File: src/rtl/ascon_permutation_ctrl.sv
// ---------------------------------------------------------------------------
// ascon_permutation_ctrl
//   Iterative Ascon-p permutation engine: one round per clock, 0..16 rounds
//   per request, valid/ready handshakes on both sides.
//
//   Ports
//     clk_i         rising-edge clock
//     rst_ni        synchronous active-low reset
//     valid_i       request valid (qualifies state_i, rnd_i)
//     ready_o       engine idle, request can be accepted
//     state_i       320-bit input state (5 x 64-bit words)
//     rnd_i         round count, values above MAX_RND clamp to MAX_RND
//     valid_o       state_o holds a finished result
//     ready_i       consumer takes the result
//     state_o       working register (also visible between rounds)
//     busy_o        rounds in progress
//     perm_count_o  completed handoffs, 32-bit wrapping
//                   (only with `define ASCON_PERM_PERF_CNT_EN)
//
//   Round constants follow the 16-entry table c0..c15; an r-round
//   permutation uses c[16-r] .. c[15].
// ---------------------------------------------------------------------------
package ascon_pkg;
    typedef logic [4:0][63:0] ascon_state_t;
endpackage

// Ascon linear diffusion layer: x ^= rotr(x, a) ^ rotr(x, b) per word.
module linear_diffusion_layer
    import ascon_pkg::*;
(
    input  ascon_state_t x_i,
    output ascon_state_t x_o
);
    function automatic logic [63:0] rotr(input logic [63:0] x, input int unsigned n);
        return (x >> n) | (x << (64 - n));
    endfunction

    assign x_o[0] = x_i[0] ^ rotr(x_i[0], 19) ^ rotr(x_i[0], 28);
    assign x_o[1] = x_i[1] ^ rotr(x_i[1], 61) ^ rotr(x_i[1], 39);
    assign x_o[2] = x_i[2] ^ rotr(x_i[2], 1)  ^ rotr(x_i[2], 6);
    assign x_o[3] = x_i[3] ^ rotr(x_i[3], 10) ^ rotr(x_i[3], 17);
    assign x_o[4] = x_i[4] ^ rotr(x_i[4], 7)  ^ rotr(x_i[4], 41);
endmodule

module ascon_permutation_ctrl
    import ascon_pkg::*;
#(
    parameter int unsigned MAX_RND = 16
) (
    input  logic         clk_i,
    input  logic         rst_ni,
    input  logic         valid_i,
    output logic         ready_o,
    input  ascon_state_t state_i,
    input  logic [4:0]   rnd_i,
    output logic         valid_o,
    input  logic         ready_i,
    output ascon_state_t state_o,
    output logic         busy_o
`ifdef ASCON_PERM_PERF_CNT_EN
    ,
    output logic [31:0]  perm_count_o
`endif
);
    typedef enum logic [1:0] {IDLE, RUN, DONE} fsm_e;

    fsm_e         fsm_q, fsm_d;
    ascon_state_t work_q, work_d;
    logic [4:0]   rnd_q, rnd_d;
    logic [4:0]   idx_q, idx_d;

    ascon_state_t sbox_out, round_out;
    ascon_state_t x;
    logic [4:0][63:0] t;
    logic [3:0]   rc_idx;
    logic [7:0]   rc;

    function automatic logic [7:0] rc_lut(input logic [3:0] k);
        logic [7:0] c;
        case (k)
            4'd0:  c = 8'h3c;
            4'd1:  c = 8'h2d;
            4'd2:  c = 8'h1e;
            4'd3:  c = 8'h0f;
            4'd4:  c = 8'hf0;
            4'd5:  c = 8'he1;
            4'd6:  c = 8'hd2;
            4'd7:  c = 8'hc3;
            4'd8:  c = 8'hb4;
            4'd9:  c = 8'ha5;
            4'd10: c = 8'h96;
            4'd11: c = 8'h87;
            4'd12: c = 8'h78;
            4'd13: c = 8'h69;
            4'd14: c = 8'h5a;
            default: c = 8'h4b;
        endcase
        return c;
    endfunction

    // While RUN, idx_q < rnd_q <= 16, so 16 - rnd + idx always lies in 0..15.
    assign rc_idx = 4'(5'(MAX_RND) - rnd_q + idx_q);
    assign rc     = rc_lut(rc_idx);

    // Constant addition followed by the bitsliced 5-bit S-box.
    always_comb begin
        x = work_q;
        x[2][7:0] = x[2][7:0] ^ rc;
        x[0] = x[0] ^ x[4];
        x[4] = x[4] ^ x[3];
        x[2] = x[2] ^ x[1];
        t[0] = ~x[0] & x[1];
        t[1] = ~x[1] & x[2];
        t[2] = ~x[2] & x[3];
        t[3] = ~x[3] & x[4];
        t[4] = ~x[4] & x[0];
        x[0] = x[0] ^ t[1];
        x[1] = x[1] ^ t[2];
        x[2] = x[2] ^ t[3];
        x[3] = x[3] ^ t[4];
        x[4] = x[4] ^ t[0];
        x[1] = x[1] ^ x[0];
        x[0] = x[0] ^ x[4];
        x[3] = x[3] ^ x[2];
        x[2] = ~x[2];
        sbox_out = x;
    end

    linear_diffusion_layer u_pl (
        .x_i (sbox_out),
        .x_o (round_out)
    );

`ifdef ASCON_PERM_PERF_CNT_EN
    logic [31:0] cnt_q, cnt_d;
    assign perm_count_o = cnt_q;
`endif

    always_comb begin
        fsm_d  = fsm_q;
        work_d = work_q;
        rnd_d  = rnd_q;
        idx_d  = idx_q;
`ifdef ASCON_PERM_PERF_CNT_EN
        cnt_d  = cnt_q;
`endif
        unique case (fsm_q)
            IDLE: begin
                if (valid_i) begin
                    work_d = state_i;
                    rnd_d  = (rnd_i > 5'(MAX_RND)) ? 5'(MAX_RND) : rnd_i;
                    idx_d  = '0;
                    fsm_d  = (rnd_i == 5'd0) ? DONE : RUN;
                end
            end
            RUN: begin
                work_d = round_out;
                idx_d  = idx_q + 5'd1;
                if (idx_q == rnd_q - 5'd1) fsm_d = DONE;
            end
            DONE: begin
                if (ready_i) begin
                    fsm_d = IDLE;
`ifdef ASCON_PERM_PERF_CNT_EN
                    cnt_d = cnt_q + 32'd1;
`endif
                end
            end
            default: fsm_d = IDLE;
        endcase
    end

    always_ff @(posedge clk_i) begin
        if (!rst_ni) begin
            fsm_q  <= IDLE;
            work_q <= '0;
            rnd_q  <= '0;
            idx_q  <= '0;
`ifdef ASCON_PERM_PERF_CNT_EN
            cnt_q  <= '0;
`endif
        end else begin
            fsm_q  <= fsm_d;
            work_q <= work_d;
            rnd_q  <= rnd_d;
            idx_q  <= idx_d;
`ifdef ASCON_PERM_PERF_CNT_EN
            cnt_q  <= cnt_d;
`endif
        end
    end

    assign ready_o = (fsm_q == IDLE);
    assign busy_o  = (fsm_q == RUN);
    assign valid_o = (fsm_q == DONE);
    assign state_o = work_q;
endmodule

File: config.mk
export PLATFORM = sky130hd
export DESIGN_NAME = ascon_permutation_ctrl
export DESIGN_NICKNAME = d
export VERILOG_FILES = /design/src/rtl/ascon_permutation_ctrl.sv
export SDC_FILE = /design/constraint.sdc
export NUM_CORES = 2
export LEC_CHECK = 0
export ABC_AREA = 1
export BUFFER_PORTS_ARGS = -buffer_cell sky130_fd_sc_hd__buf_2
export CAP_MARGIN = 15
export CORE_MARGIN = 2
export CORE_UTILIZATION = 52
export CTS_CLUSTER_SIZE = 10
export DETAILED_ROUTE_END_ITERATION = 6
export PLACE_DENSITY_LB_ADDON = 0.25
export SETUP_SLACK_MARGIN = 0.05
export SLEW_MARGIN = 20
export SYNTH_ARGS = -nofsm -noshare
export SYNTH_HDL_FRONTEND = slang
export SYNTH_SLANG_ARGS = --single-unit
File: constraint.sdc
create_clock -name clk_i -period 2.8 [get_ports clk_i]
set_input_delay 0 -clock clk_i [delete_from_list [all_inputs] [get_ports clk_i]]
set_output_delay 0 -clock clk_i [all_outputs]
set_load 0.01 [all_outputs]
==> results of run 1 <==
through the flow:
stage / hold slack, ns / setup slack (ns)
3_3_place_gp: 0.262 / -0.290
3_5_place_dp: 0.276 / -0.326
4_1_cts: 0.00113 / -0.0862
2_1_floorplan: 0.138 / 0.0372
cells by family after synthesis:
| kind of cell | count (synthesis) |
|---|---|
| adder cells (fa/ha/maj) | 134 |
| buffers and inverters | 606 |
| flip-flops | 332 |
| AO/OA/AOI/OAI | 697 |
| AND/OR/NAND/NOR | 2506 |
| XOR/XNOR | 764 |
what timing repair did:
item	CTS
buffers inserted	9
hold buffers	321
endpoints found under the setup margin	51
pin swaps	48
endpoints found under the hold margin	312
resized for setup	106
==> results.json, run 1 <==
{
  "muxShareOfSynthArea": 0,
  "ioPinCount": 652,
  "synth_xor_area_frac": 0.245,
  "netlist_instances": 5039,
  "synth_cell_types": 46,
  "synth_top_family_by_area": "simple AND/OR/NAND/NOR gates",
  "synth_most_common_cell": "nand2_1",
  "rows": 91,
  "ctsRootBufferMaster": "clkbuf_16",
  "synth_nets": 5502,
  "grt-worst-endpoint": "state_o[199]$_SDFFE_PN0P_/D",
  "firstError": "[ERROR GRT-0229] Vertical edge usage exceeds the maximum allowed. (24, 34) usage=65535 limit=2200",
  "netlist.area_leader.share": 0.206,
  "synth-compound-area-share": 0.111,
  "htree_levels": 2,
  "gp_congestion": 1.11,
  "worstEndpointType": "register input",
  "ys_ff_latch": 332,
  "synth_edf_count": 0,
  "fp.dieW_microns": 253,
  "cts_buffer_depth": 3,
  "haltStage": "5_1_grt",
  "die_height_microns": 253,
  "avgSynthCellArea_sq_um": 6.41,
  "synth_top_area_cell": "dfxtp_1",
  "outcome": "aborted with a tool error",
  "placed_area_sq_um": 40100,
  "synth.area.top_cells": "dfxtp_1, nand2_1, xor2_1",
  "synth_fa_ha_area_frac": 0.0521,
  "syn_area_sq_um": 32300,
  "yosysWarningCount": 0,
  "async_reset_ff_frac": 0,
  "seq_area_frac_synth": 0.206,
  "clock-sinks": 332,
  "dp.cells": 6860,
  "yosys.area_share.simple": 0.312,
  "ys.flop_type": "dfxtp_1",
  "dp_hpwl_microns": 148000,
  "numCtsBuffers": 44,
  "initial_core_util": 0.525,
  "numPortBuffers": 651,
  "grt_max_degree": 133,
  "synth_common_cells": "nand2_1, nor2_1, inv_1, xor2_1, a21oi_1"
}
==> inputs of run 2 (changes only) <==
CORE_UTILIZATION = 40   (was 52)
CTS_CLUSTER_SIZE = default   (was 10)
PLACE_DENSITY_LB_ADDON = 0.15   (was 0.25)
SETUP_SLACK_MARGIN = default   (was 0.05)
clock period = 3.65 ns   (was 2.8 ns; I/O delays follow)
==> run 2 against run 1 <==
Effect of this change: the run now ends clean; area after synthesis is the same; synthesized cell count is the same.
==> results.json, run 2 <==
{
  "fillers": 8049,
  "antenna_left": 0,
  "wire_per_inst_microns": 25.7,
  "avgSynthCellArea_sq_um": 6.41,
  "clock_latency_ns": 0.61,
  "via_per_inst": 5.33,
  "endpoint": "state_o[199]$_SDFFE_PN0P_",
  "fin_setup_tns_ns": 0,
  "fin_crit_sh": 0.932,
  "cts.clk_slew.worst_paths_ns": 0.07,
  "min_path_type": "input pin to flop",
  "numCtsBuffers": 45,
  "gr-total-overflow": 0,
  "antenna_found_initial": 6,
  "critPathMaxFanout": 5,
  "grt_pass1_vias": 34100,
  "min_period_ns": 3.40,
  "dr.first_iter.drc_count": 4249,
  "num_vias": 38300,
  "synth_cell_types": 46,
  "largest_reg_flops": 320,
  "syn_area_sq_um": 32300,
  "synth_edf_count": 0,
  "ys.flop_type": "dfxtp_1",
  "dp.cells": 6778,
  "worst_slew_pin_slew_ns": 1.09,
  "netlist_instances": 5039,
  "async_reset_ff_frac": 0,
  "layout_commonest_cell": "nand2_1",
  "fp.dieW_microns": 288,
  "dp_hpwl_microns": 151000,
  "crit-reg2reg-capture": "state_o[199]$_SDFFE_PN0P_",
  "max_stage_delay_ns": 0.42,
  "synth_most_common_cell": "nand2_1",
  "r2r_cells": 19,
  "rrSetupSlack_ns": 0.25,
  "finalSetupViolCount": 0,
  "netlist.area_leader.share": 0.206,
  "outcome": "complete, no violations",
  "synth_nets": 5502,
  "seq_area_frac_synth": 0.206,
  "drc_errors": 0,
  "fin_cells": 7176,
  "cts_tree": "yes",
  "yosysWarningCount": 0,
  "fp.dieArea_sq_um": 83100,
  "antenna_cells": 0,
  "fmax_ghz": 0.294,
  "gp_congestion": 1.05,
  "drv_cap": 0,
  "cp-startpoint": "idx_q[0]$_SDFFE_PN0P_",
  "track_usage": 0.427,
  "skew_ns": 0.0265,
  "drive_gt1_frac": 0.185,
  "mostFrequentLayoutCells": "nand2_1, nor2_1, buf_2",
  "synth_common_cells": "nand2_1, nor2_1, inv_1, xor2_1, a21oi_1",
  "synth_top_area_cell": "dfxtp_1",
  "numPortBuffers": 651,
  "crit_chain": "inv_1, ha_1, inv_1, fa_1, nand2_1, nand2_1, nand2_1, nand2_1, nand2_1, nand2_1, nand2_1, nand2_1, ha_1, xnor2_4, xor2_1, xor2_1, nor2_1, o21ai_1, a21oi_1",
  "critPathRequiredTime_ns": 4.08,
  "wirelength_microns": 185000,
  "reg2reg_from": "idx_q[0]$_SDFFE_PN0P_",
  "cpMostUsedCell": "nand2_1",
  "ys_ff_latch": 332,
  "syn_to_final_growth_pct": 31.7,
  "rsz0062_at_grt": "no",
  "rows": 104,
  "htree_levels": 2,
  "dp_slack_ns": 0.168,
  "clock-sinks": 332,
  "ctsRootBufferMaster": "clkbuf_16",
  "startpoint_type": "flop",
  "initial_core_util": 0.403,
  "fin_nets": 6550,
  "drt_first_pass_iters": 6,
  "slew_headroom": 0.275,
  "grt_max_degree": 158,
  "cpMaxStageDelayCell": "fa_1",
  "ioPinCount": 652,
  "die_height_microns": 288,
  "placed_area_sq_um": 37900,
  "end_kind": "flop",
  "finalHoldViolations": 0,
  "crit_type": "flop to flop",
  "design_area_sq_um": 42600,
  "core_sq_um": 80300,
  "final_max_slew_viol_count": 0,
  "worstPathArrival_ns": 3.83,
  "setup_ws_ns": 0.248,
  "synth.area.top_cells": "dfxtp_1, nand2_1, xor2_1",
  "cts_buffer_depth": 3,
  "grt_pass1_wl_microns": 250000
}
run 2: how the worst min path moves through the flow:
stage                             from                        end  cells after the start  slack (ns)
after floorplan                 rst_ni      idx_q[0]$_SDFFE_PN0P_                      2        0.14
after global placement        rnd_i[2]      rnd_q[2]$_SDFFE_PN0P_                      3        0.28
after detailed placement      rnd_i[2]      rnd_q[2]$_SDFFE_PN0P_                      3        0.29
after CTS                  state_i[23]   state_o[23]$_SDFFE_PN0P_                      6       0.003
after global routing      state_i[109]  state_o[109]$_SDFFE_PN0P_                      3       0.002
final                     state_i[101]  state_o[101]$_SDFFE_PN0P_                      6        0.02
run 2: stage by stage:
step	hold WS, ns	util
6_report	0.0160	0.530
4_1_cts	0.00335	0.529
3_3_place_gp	0.281	0.472
5_1_grt	0.00216	0.530
3_5_place_dp	0.285	0.472
2_1_floorplan	0.138	-
run 2: layout make-up:
cell class,count,area (sq um),area share
clock buffer,64,1340,0.0314
clock inverter,12,96.3,0.00226
inverter,428,1620,0.0381
multi-input combinational,4101,23300,0.548
sequential,332,6650,0.156
tap,1060,1330,0.0312
timing repair buffer,1179,8200,0.193
run 2: cell families after synthesis:
logic type,share of synthesized area
buffers and inverters,0.0739
AOI/OAI and AO/OA,0.111
adders and majority gates,0.0521
DFF,0.206
and+or+nand+nor,0.312
xor gates and xnor gates,0.245
run 2: routing by layer:
layer | up-vias | wire length, microns | global-route usage
met2 | 2020 | 80500 | 0.669
met1 | 18000 | 74200 | 0.554
met5 | - | 62 | 0
li1 | 17800 | - | -
met3 | 434 | 16800 | 0.0716
met4 | 10 | 13100 | 0.251
run 2: what timing repair did:
action,CTS,global route
setup endpoints to repair,0,10
resized for setup,0,8
endpoints found under the hold margin,310,0
hold buffers,319,0
setup buffers,0,3
run 2: worst max-delay path: cells and delay by family, from the launching register on:
kind            cells  cell delay, ns
compound gates      2            0.20
xor+xnor            3            0.86
fa+ha+maj           3            0.89
buf+inv             2            0.13
flops               1            0.34
simple gates        9            0.83
Power of run 2 is left out: the tool's default activity adds up to more than one toggle a clock period on the data nets, which glitch-free logic cannot reach.
